[config.mk]
export PLATFORM = sky130hd
export DESIGN_NAME = countdown_timer
export DESIGN_NICKNAME = d
export VERILOG_FILES = /design/src/rtl/countdown_timer.sv
export SDC_FILE = /design/constraint.sdc
export NUM_CORES = 1
export LEC_CHECK = 0
export BUFFER_PORTS_ARGS = -buffer_cell sky130_fd_sc_hd__buf_2
export CAP_MARGIN = 20
export CORE_UTILIZATION = 40
export CTS_CLUSTER_SIZE = 16
export DETAILED_ROUTE_END_ITERATION = 8
export GPL_ROUTABILITY_DRIVEN = 0
export PLACE_DENSITY = 0.69
export SYNTH_ARGS = -nofsm -noshare
export SYNTH_HDL_FRONTEND = slang
export SYNTH_SLANG_ARGS = --single-unit
[constraint.sdc]
create_clock -name clk -period 4 [get_ports clk]
set_input_delay 0.2 -clock clk [delete_from_list [all_inputs] [get_ports clk]]
set_output_delay 0.2 -clock clk [all_outputs]
set_load 0.02 [all_outputs]
[src/rtl/countdown_timer.sv]
// Settable hh:mm:ss.cc countdown timer. Produces the packed 27-bit time word
// {hr[4:0], min[5:0], sec[5:0], cc[6:0], 3'b000} for the display mode mux.
module countdown_timer #(
  parameter int unsigned TICK_DIV = 10
) (
  input  logic        clk,
  input  logic        reset,
  input  logic        toggle,
  input  logic        add_one,
  input  logic        add_ten,
  input  logic        ms_sw,
  input  logic        s_sw,
  input  logic        min_sw,
  input  logic        hr_sw,
  output logic [26:0] out_time,
  output logic        running,
  output logic        done
);

  localparam int unsigned PW = (TICK_DIV > 1) ? $clog2(TICK_DIV) : 1;

  typedef enum logic [1:0] {
    ST_SET   = 2'd0,
    ST_RUN   = 2'd1,
    ST_PAUSE = 2'd2,
    ST_DONE  = 2'd3
  } state_t;

  state_t        state, state_d;
  logic [4:0]    hr, hr_d;
  logic [5:0]    mn, mn_d;
  logic [5:0]    sc, sc_d;
  logic [6:0]    cc, cc_d;
  logic [PW-1:0] cnt, cnt_d;
  logic          toggle_q, add_one_q, add_ten_q;
  logic          running_q, done_q;

  logic       tog_e, one_e, ten_e;
  logic       tick, time_zero, edit_en;
  logic       borrow_s, borrow_m, borrow_h;
  logic [6:0] inc;

  assign tog_e     = toggle  & ~toggle_q;
  assign one_e     = add_one & ~add_one_q;
  assign ten_e     = add_ten & ~add_ten_q;
  assign tick      = (cnt == PW'(TICK_DIV - 1));
  assign time_zero = ({hr, mn, sc, cc} == '0);
  assign inc       = (ten_e ? 7'd10 : 7'd0) + (one_e ? 7'd1 : 7'd0);

  // Sum is at most 99 + 11, so one conditional subtract wraps any field.
  function automatic logic [6:0] add_mod(input logic [6:0] v, input logic [6:0] a,
                                         input logic [6:0] m);
    logic [7:0] s;
    s = {1'b0, v} + {1'b0, a};
    return (s >= {1'b0, m}) ? 7'(s - {1'b0, m}) : s[6:0];
  endfunction

  always_comb begin
    state_d  = state;
    hr_d     = hr;
    mn_d     = mn;
    sc_d     = sc;
    cc_d     = cc;
    cnt_d    = cnt;
    edit_en  = 1'b0;
    borrow_s = 1'b0;
    borrow_m = 1'b0;
    borrow_h = 1'b0;

    case (state)
      ST_SET: begin
        cnt_d = '0;
        if (tog_e) begin
          if (!time_zero) state_d = ST_RUN;
        end else begin
          edit_en = 1'b1;
        end
      end
      ST_RUN: begin
        if (time_zero) begin
          // Reachable only if a PAUSE edit wrapped every field to zero.
          state_d = ST_DONE;
          cnt_d   = '0;
        end else if (tog_e) begin
          state_d = ST_PAUSE;
        end else if (tick) begin
          cnt_d    = '0;
          borrow_s = (cc == 7'd0);
          cc_d     = borrow_s ? 7'd99 : cc - 7'd1;
          if (borrow_s) begin
            borrow_m = (sc == 6'd0);
            sc_d     = borrow_m ? 6'd59 : sc - 6'd1;
          end
          if (borrow_m) begin
            borrow_h = (mn == 6'd0);
            mn_d     = borrow_h ? 6'd59 : mn - 6'd1;
          end
          if (borrow_h && hr != 5'd0) hr_d = hr - 5'd1;
          if ({hr_d, mn_d, sc_d, cc_d} == '0) state_d = ST_DONE;
        end else begin
          cnt_d = cnt + PW'(1);
        end
      end
      ST_PAUSE: begin
        if (tog_e) state_d = ST_RUN;
        else       edit_en = 1'b1;
      end
      ST_DONE: begin
        cnt_d = '0;
        if (tog_e) state_d = ST_SET;
      end
      default: state_d = ST_SET;
    endcase

    if (edit_en && (one_e || ten_e)) begin
      if (hr_sw)       hr_d = 5'(add_mod({2'b00, hr}, inc, 7'd24));
      else if (min_sw) mn_d = 6'(add_mod({1'b0, mn}, inc, 7'd60));
      else if (s_sw)   sc_d = 6'(add_mod({1'b0, sc}, inc, 7'd60));
      else if (ms_sw)  cc_d = add_mod(cc, inc, 7'd100);
    end
  end

  always_ff @(posedge clk or negedge reset) begin
    if (!reset) begin
      state     <= ST_SET;
      hr        <= '0;
      mn        <= '0;
      sc        <= '0;
      cc        <= '0;
      cnt       <= '0;
      toggle_q  <= 1'b0;
      add_one_q <= 1'b0;
      add_ten_q <= 1'b0;
      running_q <= 1'b0;
      done_q    <= 1'b0;
    end else begin
      state     <= state_d;
      hr        <= hr_d;
      mn        <= mn_d;
      sc        <= sc_d;
      cc        <= cc_d;
      cnt       <= cnt_d;
      toggle_q  <= toggle;
      add_one_q <= add_one;
      add_ten_q <= add_ten;
      running_q <= (state_d == ST_RUN);
      done_q    <= (state_d == ST_DONE);
    end
  end

  assign out_time = {hr, mn, sc, cc, 3'b000};
  assign running  = running_q;
  assign done     = done_q;

endmodule

# Yosys cells after proc, flatten, opt, wreduce, memory -nomap -nowiden
# Cells that the tools add are included.
[totals]
reg_bits = 35
output_inout_bits = 29
elab_cells = 135
inputBits = 9
[classes]
bitwise_logic = 6
eq_ne = 7
reduce_logical = 14
n_lt_le_gt_ge = 4
n_addsub = 14
n_mux = 79
[ops]
columns = ["op", "n"]
rows = [
  ["two-way mux 6 bit", 29],
  ["two-way mux 7 bit", 11],
  ["two-way mux 5 bit", 12],
  ["logical NOT 24 bit", 2],
  ["two-way mux 2 bit", 8],
  ["two-way mux 4 bit", 4],
  ["adder 6 x 5 -> 7 bit", 2],
  [">= comparator 7 x 6 -> 1 bit (second input constant)", 2],
  ["two-way mux 1 bit", 13],
  ["logical NOT 6 bit", 2],
  ["subtractor 6 x 1 -> 6 bit (second input constant)", 2],
  ["subtractor 6 bit (second input constant)", 2],
  ["adder 7 x 5 -> 8 bit", 1],
  [">= comparator 8 x 7 -> 1 bit (second input constant)", 1],
  ["case mux 2 bit (4 select lines)", 1],
  ["case mux 4 bit (2 select lines)", 1],
  ["logical NOT 7 bit", 1],
  ["subtractor 7 x 1 -> 7 bit (second input constant)", 1],
  ["subtractor 7 bit (second input constant)", 1],
  ["adder 5 x 5 -> 6 bit", 1],
  ["== test 2 bit (second input constant)", 3],
  [">= comparator 6 x 5 -> 1 bit (second input constant)", 1],
  ["adder 4 x 1 -> 5 bit", 1],
  ["nonzero test 5 bit", 1],
  ["other kinds (14)", 21],
]

# Longest topological paths before layout
[depth]
depth_word = 24
mapped_depth = 14
mapped_depth_nobuf = 14

# Least setup slack after synthesis
# Ideal clock, no wire load.
[synth_timing]
path_kind = "flip-flop to flip-flop"
start = "register add_ten_q"
end = "register mn[2]"
slack_ns = 0.919
setup_ns = 0.099
t_required_ns = 3.901
arrival_ns = 2.982
n_path_buf = 0
path_stages_with_launch = 14
period_less_slack_ns = 3.081
cell_sequence = "dfrtp_1 nand2b_1 inv_1 ha_1 a21o_1 a21boi_0 or2_2 ha_1 inv_1 or3_1 a211o_1 a21bo_2 and2_1 a311oi_1"
[synth_via]
elab_chain_len = 10
word_cells_on_any_way = 13
cone_classes = "add/sub (3); order compare (1); mux (5); bitwise (2); reduce/logical (2)"
[synth_rtl]
columns = ["item", "line_no", "text"]
rows = [
  ["start: declaration", "35", "logic toggle_q, add_one_q, add_ten_q;"],
  ["start signal: assignment", "145", "add_ten_q <= add_ten;"],
  ["NOT 1 bit *", "45", "assign ten_e = add_ten & ~add_ten_q;"],
  ["AND 1 bit *", "45", ""],
  ["two-way mux 4 bit", "48", "assign inc = (ten_e ? 7'd10 : 7'd0) + (one_e ? 7'd1 : 7'd0);"],
  ["adder 4 x 1 -> 5 bit", "48", ""],
  ["adder 6 x 5 -> 7 bit", "54", "s = {1'b0, v} + {1'b0, a};"],
  ["subtractor 6 bit / >= comparator 7 x 6 -> 1 bit (equally long branches)", "55", "return (s >= {1'b0, m}) ? 7'(s - {1'b0, m}) : s[6:0];"],
  ["two-way mux 6 bit", "55", ""],
  ["two-way mux 6 bit", "117", "else if (min_sw) mn_d = 6'(add_mod({1'b0, mn}, inc, 7'd60));"],
  ["two-way mux 6 bit", "116", "if (hr_sw) hr_d = 5'(add_mod({2'b00, hr}, inc, 7'd24));"],
  ["two-way mux 6 bit *", "115", "if (edit_en && (one_e || ten_e)) begin"],
  ["net mn_d[2]", "31", "logic [5:0] mn, mn_d;"],
  ["end signal: assignment", "139", "mn <= mn_d;"],
  ["end: declaration", "31", ""],
]
# Mark *: on every way through the listed nets, which the timed path passes. The rest lies on a longest branch.
# A chain may end at the register's enable or synchronous reset.

# Final worst setup path
# Same ends and word-level chain as after synthesis.

==> flow_metrics.env <==
export IMPL_antenna_found_initial=0
export IMPL_critPathLaunchType="flop"
export IMPL_highest_layer="met4"
export IMPL_power_frac_comb=0.560
export IMPL_drt_iter0_drc=183
export IMPL_totalWireLength_microns=8910
export IMPL_cts_inserted_buffers=5
export IMPL_ys_warn_count=0
export IMPL_ir_drop_mv=0.224
export IMPL_row_count=33
export IMPL_routed_via_count=3351
export IMPL_period_needed_ns=3.48
export IMPL_syn_cell_area_sq_um=3530
export IMPL_nNetsFinal=493
export IMPL_synth_top_cell_area_share=0.248
export IMPL_clock_skew_ns=0.00630
export IMPL_cts_setup_buffers=0
export IMPL_leakagePower_uw=0.00162
export IMPL_design_area_sq_um=3840
export IMPL_maxSlewHeadroom=0.431
export IMPL_r2r_start="add_ten_q$_DFF_PN0_"
export IMPL_synthCells=430
export IMPL_port_buffers=34
export IMPL_clkTransAtPathRegs_ns=0.08
export IMPL_seq_area_sq_um=876
export IMPL_required_ns=4.20
export IMPL_core_area_sq_um=8380
export IMPL_cp_end_kind="flop"
export IMPL_grt_pass1_vias=3050
export IMPL_final_setup_tns_ns=0
export IMPL_cp_slowest_stage_delay_ns=0.40
export IMPL_route_met2_wl_microns=3990
export IMPL_grt_pass1_wl_microns=14800
export IMPL_grt_overflow_total=0
export IMPL_power_uw=2310
export IMPL_drcViolationCount=0
export IMPL_tightest_slew_ns=0.854
export IMPL_status="completed"
export IMPL_clock_sinks=35
export IMPL_p_per_area_nw_per_um2=601
export IMPL_r2r_cells=13
export IMPL_synth_seq_cells=35
export IMPL_critPathMaxFanout=11
export IMPL_ys_top_cells_by_area="dfrtp_1 (25%), ha_1 (9.9%), o21ai_0 (4.7%)"
export IMPL_grt_usage=0.207
export IMPL_final_common_cell="dfrtp_1"
export IMPL_wl_per_cell_microns=16.0
export IMPL_drive_above_1_share=0.139
export IMPL_clk_latency_ns=0.29
export IMPL_hold_viol_final=0
export IMPL_reg2reg_slack_ns=0.52
export IMPL_async_reset_ff_frac=1.00
export IMPL_p_sw_uw=1180
export IMPL_synth_edff_count=0
export IMPL_rsz0062_at_grt="false"
export IMPL_antenna_cells=0
export IMPL_crit_slowest_cell="inv_1"
export IMPL_clock_fmax_mhz=287
export IMPL_viasPerCell=6.01
export IMPL_synth_distinct_cells=75
export IMPL_dieArea_sq_um=9210
export IMPL_ctsResizeCount=0
export IMPL_io_pins=38
export IMPL_post_dp_hpwl_microns=6770
export IMPL_dieWidth_microns=96.0
export IMPL_seq_area_frac_synth=0.248
export IMPL_synth_flop_cell="dfrtp_1"
export IMPL_report_final_slew_viol_count=0
export IMPL_dpl_cell_area_sq_um=3740
export IMPL_mostFrequentLayoutCells="dfrtp_1 (35), nor2_1 (34), buf_2 (34)"
export IMPL_nFillCells=840
export IMPL_power_frac_clock=0.127
export IMPL_cts_tree="yes"
export IMPL_finalCritPeriodShare=0.871
export IMPL_r2r_end="mn[2]$_DFF_PN0_"
export IMPL_syn_mean_instance_area_sq_um=8.21
export IMPL_holdCritPathClass="primary input to async pin"
export IMPL_drt_met1_wl_microns=4260
export IMPL_wl_met3_microns=451
export IMPL_cts_root_buf="clkbuf_8"
export IMPL_worstSetupPathType="flop to flop"
export IMPL_areaGrowthSynthToFinish_pct=8.86
export IMPL_whs_ns=0.0124
export IMPL_htreeDepth=2
export IMPL_cts_buffer_depth=2
export IMPL_first_pass_iters=4
export IMPL_yosysTopAreaCell="dfrtp_1"
export IMPL_maxCapViolations=0
export IMPL_p_seq_frac=0.312
export IMPL_final_cells=558
export IMPL_multi_input_area_sq_um=2460
export IMPL_worstPathCellList="nand2b_1 > inv_1 > ha_1 > a21o_1 > a21boi_0 > or2_2 > ha_1 > inv_1 > or3_1 > a211o_1 > a21bo_2 > and2_1 > a311oi_1"
export IMPL_critical_path_arrival_ns=3.69
export IMPL_cts_hold_fix_buffers=0
export IMPL_cell_internal_pwr_uw=1130
export IMPL_placed_cells=550
export IMPL_grt_max_degree=36
export IMPL_start_util=0.421
export IMPL_dieHeight_microns=96.0
export IMPL_setup_viol=0
export IMPL_switching_share=0.509
export IMPL_drtAntennaViolNets=0
## power groups by stage
stage          clock network (uW)  logic, uW  registers, uW
3_3_place_gp                    0       1250            720
3_5_place_dp                    0       1280            726
5_1_grt                       321       1440            750
2_1_floorplan                   0        927            728
4_1_cts                       305       1290            719
6_report                      294       1290            721
## routing by layer
layer	vias up	track usage
li1	1627	-
met1	1601	0.286
met2	105	0.330
met3	18	0.0284
met4	0	0.0709
met5	-	0
## Yosys cell counts (10+ instances only)
library cell and number:
o211ai_1 10, nand2_1 31, nor3_1 17, o21ai_0 33
dfrtp_1 35, nor2b_1 11, clkbuf_1 16, xnor2_1 11
nor2_1 34, nand3_1 13, inv_1 27, a21oi_1 27
ha_1 28
## state kept, by name, summed over array words and instances (netlist names)
register and cells:
mn 6, toggle_q 1, running 1, done 1, cnt 4, state 2, add_one_q 1, sc 6
cc 7, add_ten_q 1, hr 5
## cells by family (layout without fill, tap and decap cells)
kind of cell | count (synthesis) | count (layout) | share of synthesized area
and+or+nand+nor | 159 | 159 | 0.253
xor gates and xnor gates | 17 | 17 | 0.0422
other | 1 | 3 | 0.00106
DFF | 35 | 35 | 0.248
adders and majority gates | 32 | 32 | 0.122
AOI/OAI and AO/OA | 130 | 130 | 0.256
buffers and inverters | 49 | 70 | 0.0581
muxes | 7 | 7 | 0.0202
## critical path: cells and delay by family (launching register included)
family / cells / cell delay (ns)
AO/OA/AOI/OAI: 5 / 1.25
adder cells (fa/ha/maj): 2 / 0.49
buffers and inverters: 2 / 0.45
flip-flops: 1 / 0.36
AND/OR/NAND/NOR: 4 / 0.84
## area by class of cell
type,count,area share
clock buffer,8,0.0260
inverter,27,0.0264
multi-input combinational,348,0.639
sequential,35,0.228
tap,105,0.0342
timing repair buffer,35,0.0462
## worst max path at each step
stage                              startpoint               to  slack [ns]  cells after the start
after CTS                 add_ten_q$_DFF_PN0_  mn[2]$_DFF_PN0_        0.51                     13
after detailed placement  add_ten_q$_DFF_PN0_  mn[2]$_DFF_PN0_        0.52                     13
after global routing      add_ten_q$_DFF_PN0_  sc[2]$_DFF_PN0_        0.26                     13
final                     add_ten_q$_DFF_PN0_  mn[2]$_DFF_PN0_        0.52                     13
after global placement    add_ten_q$_DFF_PN0_  mn[2]$_DFF_PN0_        0.72                     13
after floorplan           add_ten_q$_DFF_PN0_  mn[2]$_DFF_PN0_        0.92                     13
## through the flow
step            util  setup WS [ns]
2_1_floorplan      -          0.919
3_3_place_gp   0.447          0.716
3_5_place_dp   0.447          0.524
4_1_cts        0.459          0.506
5_1_grt        0.459          0.262
6_report       0.459          0.517
(Power assumes the default switching activity.)
